<file path="src/rtl/pkt_gen.sv">
// Burst packet generator: LFSR-driven payload length and destination, ready/valid output.
// Optional checksum trailer word is compiled in with `define PKT_GEN_CHKSUM_EN.
module pkt_gen #(
  parameter int          PORT_NUB   = 8,
  parameter int          DATA_WIDTH = 16,
  parameter int          SRC_ID     = 0,
  parameter int          MAX_LEN    = 16,
  parameter logic [15:0] SEED       = 16'hACE1,
  localparam int         WIDTH_SEL  = $clog2(PORT_NUB)
) (
  input  logic                  clk,
  input  logic                  rst_n,
  input  logic                  start,
  input  logic [15:0]           pkt_num,
  input  logic                  fixed_dest_en,
  input  logic [WIDTH_SEL-1:0]  fixed_dest,
  input  logic                  ready,
  output logic [WIDTH_SEL-1:0]  rx_port,
  output logic [WIDTH_SEL-1:0]  tx_port,
  output logic [DATA_WIDTH-1:0] data_port,
  output logic                  valid,
  output logic                  sop,
  output logic                  eop,
  output logic                  busy,
  output logic                  done
);

  typedef enum logic [2:0] {
    IDLE = 3'd0,
    LOAD = 3'd1,
    RUN  = 3'd2,
    GAP  = 3'd3,
    DONE = 3'd4
  } state_t;

  localparam logic [DATA_WIDTH-1:0] BASE   = DATA_WIDTH'(SRC_ID * 16);
  localparam logic [15:0]           TAPS   = 16'hB400;

  state_t               state;
  state_t               state_next;
  logic [15:0]          lfsr;
  logic [15:0]          lfsr_step;
  logic [8:0]           len;
  logic [8:0]           len_new;
  logic [8:0]           word_idx;
  logic [15:0]          pkt_cnt;
  logic [15:0]          pkt_total;
  logic [WIDTH_SEL-1:0] dest;
  logic [WIDTH_SEL-1:0] rand_dest;
  logic                 done_reg;
  logic [DATA_WIDTH-1:0] word_data;
  logic                 xfer;
  logic                 payload_last;
  logic                 last_word;
  logic                 last_pkt;

  // Right-shifting Galois form of x^16+x^14+x^13+x^11+1.
  assign lfsr_step    = lfsr[0] ? ((lfsr >> 1) ^ TAPS) : (lfsr >> 1);
  assign len_new      = 9'(int'(lfsr[15:8]) % MAX_LEN + 1);
  assign rand_dest    = WIDTH_SEL'(int'(lfsr[7:0]) % PORT_NUB);

  assign xfer         = (state == RUN) && ready;
  assign payload_last = (word_idx == len - 9'd1);
  assign last_pkt     = (pkt_cnt == pkt_total - 16'd1);
  assign word_data    = BASE + DATA_WIDTH'(word_idx);

`ifdef PKT_GEN_CHKSUM_EN
  logic                  in_trailer;
  logic [DATA_WIDTH-1:0] chk;

  // The trailer slot sits one index past the last payload word.
  assign in_trailer = (word_idx == len);
  assign last_word  = in_trailer;

  always_ff @(posedge clk or negedge rst_n) begin
    if (!rst_n) begin
      chk <= '0;
    end else if (state == LOAD) begin
      chk <= '0;
    end else if (xfer && !in_trailer) begin
      chk <= chk ^ word_data;
    end
  end
`else
  assign last_word = payload_last;
`endif

  always_ff @(posedge clk or negedge rst_n) begin
    if (!rst_n) begin
      state <= IDLE;
    end else begin
      state <= state_next;
    end
  end

  always_comb begin
    state_next = state;
    case (state)
      IDLE: begin
        if (start) begin
          state_next = (pkt_num == 16'd0) ? DONE : LOAD;
        end
      end
      LOAD: state_next = RUN;
      RUN: begin
        if (xfer && last_word) begin
          state_next = last_pkt ? DONE : GAP;
        end
      end
      GAP:     state_next = LOAD;
      DONE:    state_next = IDLE;
      default: state_next = IDLE;
    endcase
  end

  always_ff @(posedge clk or negedge rst_n) begin
    if (!rst_n) begin
      lfsr      <= SEED;
      len       <= '0;
      word_idx  <= '0;
      pkt_cnt   <= '0;
      pkt_total <= '0;
      dest      <= '0;
      done_reg  <= 1'b0;
    end else begin
      // done trails the DONE state by one cycle so it lands after the burst has closed.
      done_reg <= (state == DONE);
      if (state == IDLE && start) begin
        pkt_total <= pkt_num;
        pkt_cnt   <= '0;
      end
      if (state == LOAD) begin
        len      <= len_new;
        dest     <= fixed_dest_en ? fixed_dest : rand_dest;
        lfsr     <= lfsr_step;
        word_idx <= '0;
      end
      if (xfer) begin
        word_idx <= word_idx + 9'd1;
        if (last_word) begin
          pkt_cnt <= pkt_cnt + 16'd1;
        end
      end
    end
  end

  assign valid   = (state == RUN);
  assign sop     = valid && (word_idx == 9'd0);
  assign eop     = valid && last_word;
  assign busy    = (state != IDLE);
  assign done    = done_reg;
  assign rx_port = valid ? dest : '0;
  assign tx_port = valid ? WIDTH_SEL'(SRC_ID) : '0;

`ifdef PKT_GEN_CHKSUM_EN
  assign data_port = valid ? (in_trailer ? chk : word_data) : '0;
`else
  assign data_port = valid ? word_data : '0;
`endif

endmodule
</file>
<file path="config.mk">
export PLATFORM = sky130hd
export DESIGN_NAME = pkt_gen
export DESIGN_NICKNAME = d
export VERILOG_FILES = /design/src/rtl/pkt_gen.sv
export SDC_FILE = /design/constraint.sdc
export NUM_CORES = 1
export LEC_CHECK = 0
export CAP_MARGIN = 20
export CORE_MARGIN = 5
export CORE_UTILIZATION = 40
export DETAILED_ROUTE_END_ITERATION = 10
export PLACE_DENSITY = 0.66
export SKIP_CTS_REPAIR_TIMING = 1
export SLEW_MARGIN = 20
export SYNTH_ARGS = -nofsm -noshare
export SYNTH_HDL_FRONTEND = slang
export SYNTH_SLANG_ARGS = --single-unit
</file>
<file path="constraint.sdc">
create_clock -name clk -period 5.3 [get_ports clk]
set_input_delay 1.06 -clock clk [delete_from_list [all_inputs] [get_ports clk]]
set_output_delay 1.06 -clock clk [all_outputs]
set_load 0.03 [all_outputs]
</file>
==> impl_metrics.yaml, run 1 <==
flow_run:
  maxCapViolations: 0
placed_design:
  placed_area_um2: 4420
  port_buffers: 40
  gp_congestion: 0.801
  dp_hpwl_um: 6120
power_and_ir_drop:
  p_int_mw: 1.23
  ir_drop_v: 0.000181
  p_leak_nw: 2.00
  finalPower_mw: 1.95
  seqPwrFrac: 0.383
  switching_share: 0.372
  power_frac_comb: 0.369
  p_per_area_nw_per_um2: 419
  clkPwrFrac: 0.248
  p_sw_mw: 0.728
route:
  drt-pass1-iter-count: 4
  wirelength_um: 8500
  vias_per_cell: 5.20
  antenna_left: 0
  drcViolationCount: 0
  via_count: 3138
  wl_per_cell_um: 14.1
  first_iter_violations: 150
sta:
  hold_ws_ps: 456
  fin_setup_tns_ps: 0
  worst_pin_slew_ps: 1020
  final-setup-viol-count: 0
  fmax_mhz: 244
  period_share: 0.773
  hold_viol: 0
  min_period_ps: 4100
  fin_skew_ps: 6.11
  drv_slew: 0
  slew_headroom: 0.317
  rsz0062_at_grt: "false"
clock_tree:
  root_buffer: "clkbuf_8"
  clk_path_buf_depth: 2
  clock_sinks: 69
  cts_tree: "done"
  clkLatencyLatePin_ps: 340
  htreeDepth: 3
  path_clk_slew_ps: 70
  cts_buffers: 9
global_routing:
  grt_usage: 0.154
  grt_pass1_vias: 3111
  grt_max_degree: 46
  antenna_found_initial: 0
  grt_pass1_wl_um: 14500
  overflow: 0
worst_setup_path:
  crit_required_ps: 4240
  worstPathMaxFanout: 12
  critPathCaptureType: "output pin"
  arrival_ps: 3040
  setup.worst_path.start_class: "flip-flop"
  path_class: "reg -> out"
synth:
  synth_cells: 428
  synth_ff_type: "dfrtp_1"
  synth_area_leaders: "dfrtp_1, nand2_1, dfstp_2, mux2_2, xnor2_1"
  syn_area_um2: 3930
  ys_top_cells_by_count: "nand2_1, dfrtp_1, nand3_1"
  syn_avg_cell_area_um2: 9.18
  async_flop_share: 1.00
  ys.warnings.count: 0
  synth-edff-count: 0
  yosysSeqAreaShare: 0.442
  yosys.cell_count.top_type: "nand2_1"
  synth_seq_cells: 69
  synth_top_cell_by_area: "dfrtp_1"
  yosysTopAreaCellShare: 0.389
  ys_types: 49
die:
  start_util: 0.406
  io_pins: 51
  die_height_um: 109
  row_count: 36
  die_area_um2: 11900
  die_x_um: 109
  core-area_um2: 9680
status:
  status: "finished, final reports clean"
min_path:
  hp-class: "reg -> reg"
finish:
  insertedDiodeCount: 0
  fin_area_um2: 4660
  n_fill_cell: 934
  seq_area_um2: 1740
  drive_gt1_frac: 0.109
  nets: 496
  top_regs: "lfsr x16, pkt_cnt x16, pkt_total x16"
  multi_input_area_um2: 2040
  area_growth_pct: 18.5
==> power groups by stage <==
stage	Combinational (mW)	Clock, mW	Sequential (mW)
finish	0.721	0.485	0.747
global route	0.802	0.522	0.768
CTS	0.715	0.501	0.748
detailed placement	0.708	0	0.758
global placement	0.689	0	0.752
floorplan	0.533	0	0.719
==> stage by stage <==
stage / utilization / std cells / setup slack [ps]
floorplan: - / 437 / 2020
global placement: 0.456 / 586 / 1660
detailed placement: 0.456 / 586 / 1570
CTS: 0.479 / 602 / 1180
global route: 0.481 / 603 / 1050
finish: 0.481 / 603 / 1200
==> worst max-delay path: stages (launching register included) <==
cell	delay, ps
dfrtp_1	440
inv_1	70
ha_1	240
nand2b_1	110
nor2_1	50
ha_1	290
xor2_1	140
nand4_1	140
a211oi_1	190
buf_4	220
and2_1	140
clkdlybuf4s50_1	670
==> cells in the final DEF (no fill, tap or decap), types with 3 or more instances in the layout <==
| cell | Yosys | final |
|---|---|---|
| a21oi_1 | 10 | 10 |
| a31oi_1 | 4 | 4 |
| and2_1 | 16 | 16 |
| and3_1 | 7 | 7 |
| and4_1 | 3 | 3 |
| buf_4 | 10 | 4 |
| clkbuf_8 | 0 | 11 |
| clkdlybuf4s50_1 | 0 | 39 |
| conb_1 | 1 | 10 |
| dfrtp_1 | 61 | 61 |
| dfstp_2 | 8 | 8 |
| ha_1 | 7 | 7 |
| inv_1 | 12 | 12 |
| mux2_2 | 16 | 16 |
| mux2i_1 | 7 | 7 |
| nand2_1 | 67 | 67 |
| nand3_1 | 31 | 31 |
| nand4_1 | 8 | 8 |
| nor2_1 | 18 | 18 |
| nor2b_1 | 8 | 8 |
| nor3_1 | 7 | 6 |
| nor4_1 | 7 | 7 |
| o211ai_1 | 4 | 4 |
| o21ai_0 | 30 | 30 |
| o31ai_1 | 5 | 5 |
| or3_1 | 4 | 4 |
| xnor2_1 | 20 | 20 |
| xor2_1 | 11 | 11 |
==> kinds of logic (layout without fill, tap and decap cells) <==
group,count (synthesis),in the layout,synth area share
other,1,10,0.000954
and+or+nand+nor,190,190,0.249
AOI/OAI and AO/OA,67,67,0.105
xor gates and xnor gates,31,31,0.0691
DFF,69,69,0.442
buffers and inverters,40,73,0.0478
adders and majority gates,7,7,0.0223
muxes,23,23,0.0637
==> final cells by class <==
class | count | area share
clock inverters | 4 | 0.0150
well taps | 133 | 0.0357
clock buffers | 12 | 0.0333
flip-flops and latches | 69 | 0.373
multi-input cells | 328 | 0.439
repair buffers | 45 | 0.0946
inverters | 12 | 0.00967
==> final timing paths <==
path | from | endpoint | slack (ps) | cells after the start
max | len[0]$_DFFE_PN0P_ | eop | 1200 | 11
min | lfsr[6]$_DFFE_PN1P_ | lfsr[5]$_DFFE_PN1P_ | 460 | 2
max reg2reg | state[1]$_DFFE_PN0P_ | state[1]$_DFFE_PN0P_ | 2240 | 5
min reg2reg | lfsr[6]$_DFFE_PN1P_ | lfsr[5]$_DFFE_PN1P_ | 460 | 2
max in group asynchronous | rst_n | pkt_cnt[4]$_DFF_PN0_ | 3600 | 2
min in group asynchronous | rst_n | pkt_cnt[14]$_DFF_PN0_ | 720 | 1
==> layer usage <==
layer | routed length [um] | track usage
met1 | 3730 | 0.191
met2 | 4220 | 0.255
met3 | 393 | 0.0450
met4 | 153 | 0.0523
met5 | 0 | 0
No activity file was read; power rests on OpenSTA's default activity.
==> run 2, diff against run 1 <==
--- a/config.mk
+++ b/config.mk
@@ -9,7 +9,7 @@
 export CORE_MARGIN = 5
 export CORE_UTILIZATION = 40
 export DETAILED_ROUTE_END_ITERATION = 10
-export PLACE_DENSITY = 0.66
+export PLACE_DENSITY = 0.68
 export SKIP_CTS_REPAIR_TIMING = 1
 export SLEW_MARGIN = 20
 export SYNTH_ARGS = -nofsm -noshare
==> constraint.sdc (replaced) <==
create_clock -name clk -period 3.72 [get_ports clk]
set_input_delay 0.744 -clock clk [delete_from_list [all_inputs] [get_ports clk]]
set_output_delay 0.744 -clock clk [all_outputs]
set_load 0.03 [all_outputs]
==> run 2 against run 1 <==
Sequential share of layout area hardly changed. Global-route usage decreased by 0.090 points. Largest power group unchanged. Critical endpoint unchanged. Non-clock buffer count up 1. Critical path depth decreased by 1. Critical path type unchanged. Via count decreased by 0.51%. Combinational power up 40%. Clock skew hardly changed. Core utilization hardly changed. First-iteration DRC count rose by 13%. Total power increased by 41%. Hold slack hardly changed. Cell area barely moved.
==> impl_metrics.yaml, run 2 (same netlist as run 1, synthesis figures left out) <==
route:
  drt-pass1-iter-count: 5
  wirelength_um: 8500
  via_count: 3122
  vias_per_cell: 5.17
  wl_per_cell_um: 14.1
  antenna_left: 0
  drcViolationCount: 0
  first_iter_violations: 170
worst_setup_path:
  critPathCaptureType: "output pin"
  max_stage_delay_ps: 450
  crit_slowest_cell: "dfrtp_1"
  timing.critical_path.mode_cell: "ha_1"
  reg2regPathDepth: 9
  crit_required_ps: 2980
  setup.worst_path.start_class: "flip-flop"
  worstPathMaxFanout: 6
  crit_buf_inv: 2
  arrival_ps: 2450
  crit_cells: 10
  cpLargestDelayFamily: "adder cells"
  path_cells: "inv_1 -> ha_1 -> nand2b_1 -> nor2_1 -> ha_1 -> xor2_1 -> nand4_1 -> a211oi_1 -> and2_1 -> buf_4"
  path_class: "reg -> out"
clock_tree:
  path_clk_slew_ps: 80
  cts_buffers: 9
  htreeDepth: 3
  root_buffer: "clkbuf_8"
  clock_sinks: 69
  clk_path_buf_depth: 2
  cts_tree: "done"
  clkLatencyLatePin_ps: 340
power_and_ir_drop:
  p_per_area_nw_per_um2: 592
  p_leak_nw: 2.00
  finalPower_mw: 2.76
  ir_drop_v: 0.000246
die:
  row_count: 36
  die_height_um: 109
  die_area_um2: 11900
  core-area_um2: 9680
  io_pins: 51
  die_x_um: 109
  start_util: 0.406
sta:
  final-setup-viol-count: 0
  min_period_ps: 3200
  fmax_mhz: 313
  period_share: 0.860
  slew_headroom: 0.290
  hold_ws_ps: 456
  fin_skew_ps: 6.27
  fin_setup_tns_ps: 0
  drv_slew: 0
  hold_viol: 0
  rsz0062_at_grt: "false"
  worst_pin_slew_ps: 1060
  worst_slack_ps: 522
global_routing:
  overflow: 0
  grt_pass1_wl_um: 14600
  grt_usage: 0.153
  grt_pass1_vias: 3061
  grt_max_degree: 40
  antenna_found_initial: 0
finish:
  top_regs: "lfsr x16, pkt_cnt x16, pkt_total x16"
  layout.cells.non_filler: 604
  layout_commonest_cell: "nand2_1"
  insertedDiodeCount: 0
  drive_gt1_frac: 0.115
  area_growth_pct: 18.4
  fin_util: 0.480
  n_fill_cell: 915
  final_cell_mix: "nand2_1, dfrtp_1, clkdlybuf4s50_1"
  nets: 497
  fin_area_um2: 4650
status:
  status: "finished, final reports clean"
placed_design:
  dp_hpwl_um: 6190
  gp_congestion: 0.867
  dpl.cell_count: 588
  placed_area_um2: 4430
  place_ws_ps: 844
  port_buffers: 40
flow_run:
  maxCapViolations: 0
min_path:
  hold_path_depth: 2
  hp-class: "reg -> reg"
==> run 2: cell count changes in the layout (fill, tap and decap cells not counted) <==
cell / before / now
clkdlybuf4s50_1: 39 / 38
clkbuf_1: 1 / 0
buf_4: 4 / 7
buf_8: 1 / 0
clkinvlp_4: 0 / 1
clkinv_4: 0 / 1
clkbuf_8: 11 / 10
==> run 2: where the power goes <==
group	switching (mW)	internal [mW]	total, mW	leakage, nW
clock network	0.286	0.395	0.681	0.112
logic	0.566	0.443	1.01	1.00
registers	0.186	0.881	1.07	0.885
total	1.04	1.72	2.76	2.00
==> run 2: worst paths after layout <==
check	start	end	slack (ps)
min in group asynchronous	rst_n	word_idx[0]$_DFFE_PN0P_	530
setup / recovery	len[0]$_DFFE_PN0P_	eop	520
max in group asynchronous	rst_n	lfsr[13]$_DFFE_PN1P_	2380
setup reg to reg	pkt_total[0]$_DFFE_PN0P_	state[1]$_DFFE_PN0P_	830
hold reg to reg	lfsr[7]$_DFFE_PN1P_	lfsr[6]$_DFFE_PN1P_	460
hold / removal	lfsr[7]$_DFFE_PN1P_	lfsr[6]$_DFFE_PN1P_	460
==> run 2: area by class of cell <==
type,instances,area (um^2),share of cell area
multi-input cells,328,2040,0.439
flip-flops and latches,69,1740,0.373
repair buffers,46,438,0.0941
clock inverters,6,86.3,0.0186
inverters,12,45.0,0.00968
well taps,133,166,0.0358
clock buffers,10,138,0.0296
==> run 2: metal layers <==
metal  GRT usage  wire, um  up-vias
li1            -         -     1558
met1       0.200      3910     1507
met2       0.255      4270       49
met3      0.0373       267        8
met4      0.0352        61        0
met5           0         0        -
==> run 2: tightest hold or removal path, cell delays in order, from the launching register on <==
cell and delay, ps:
dfstp_2 370, nand2_1 50, nand2_1 40
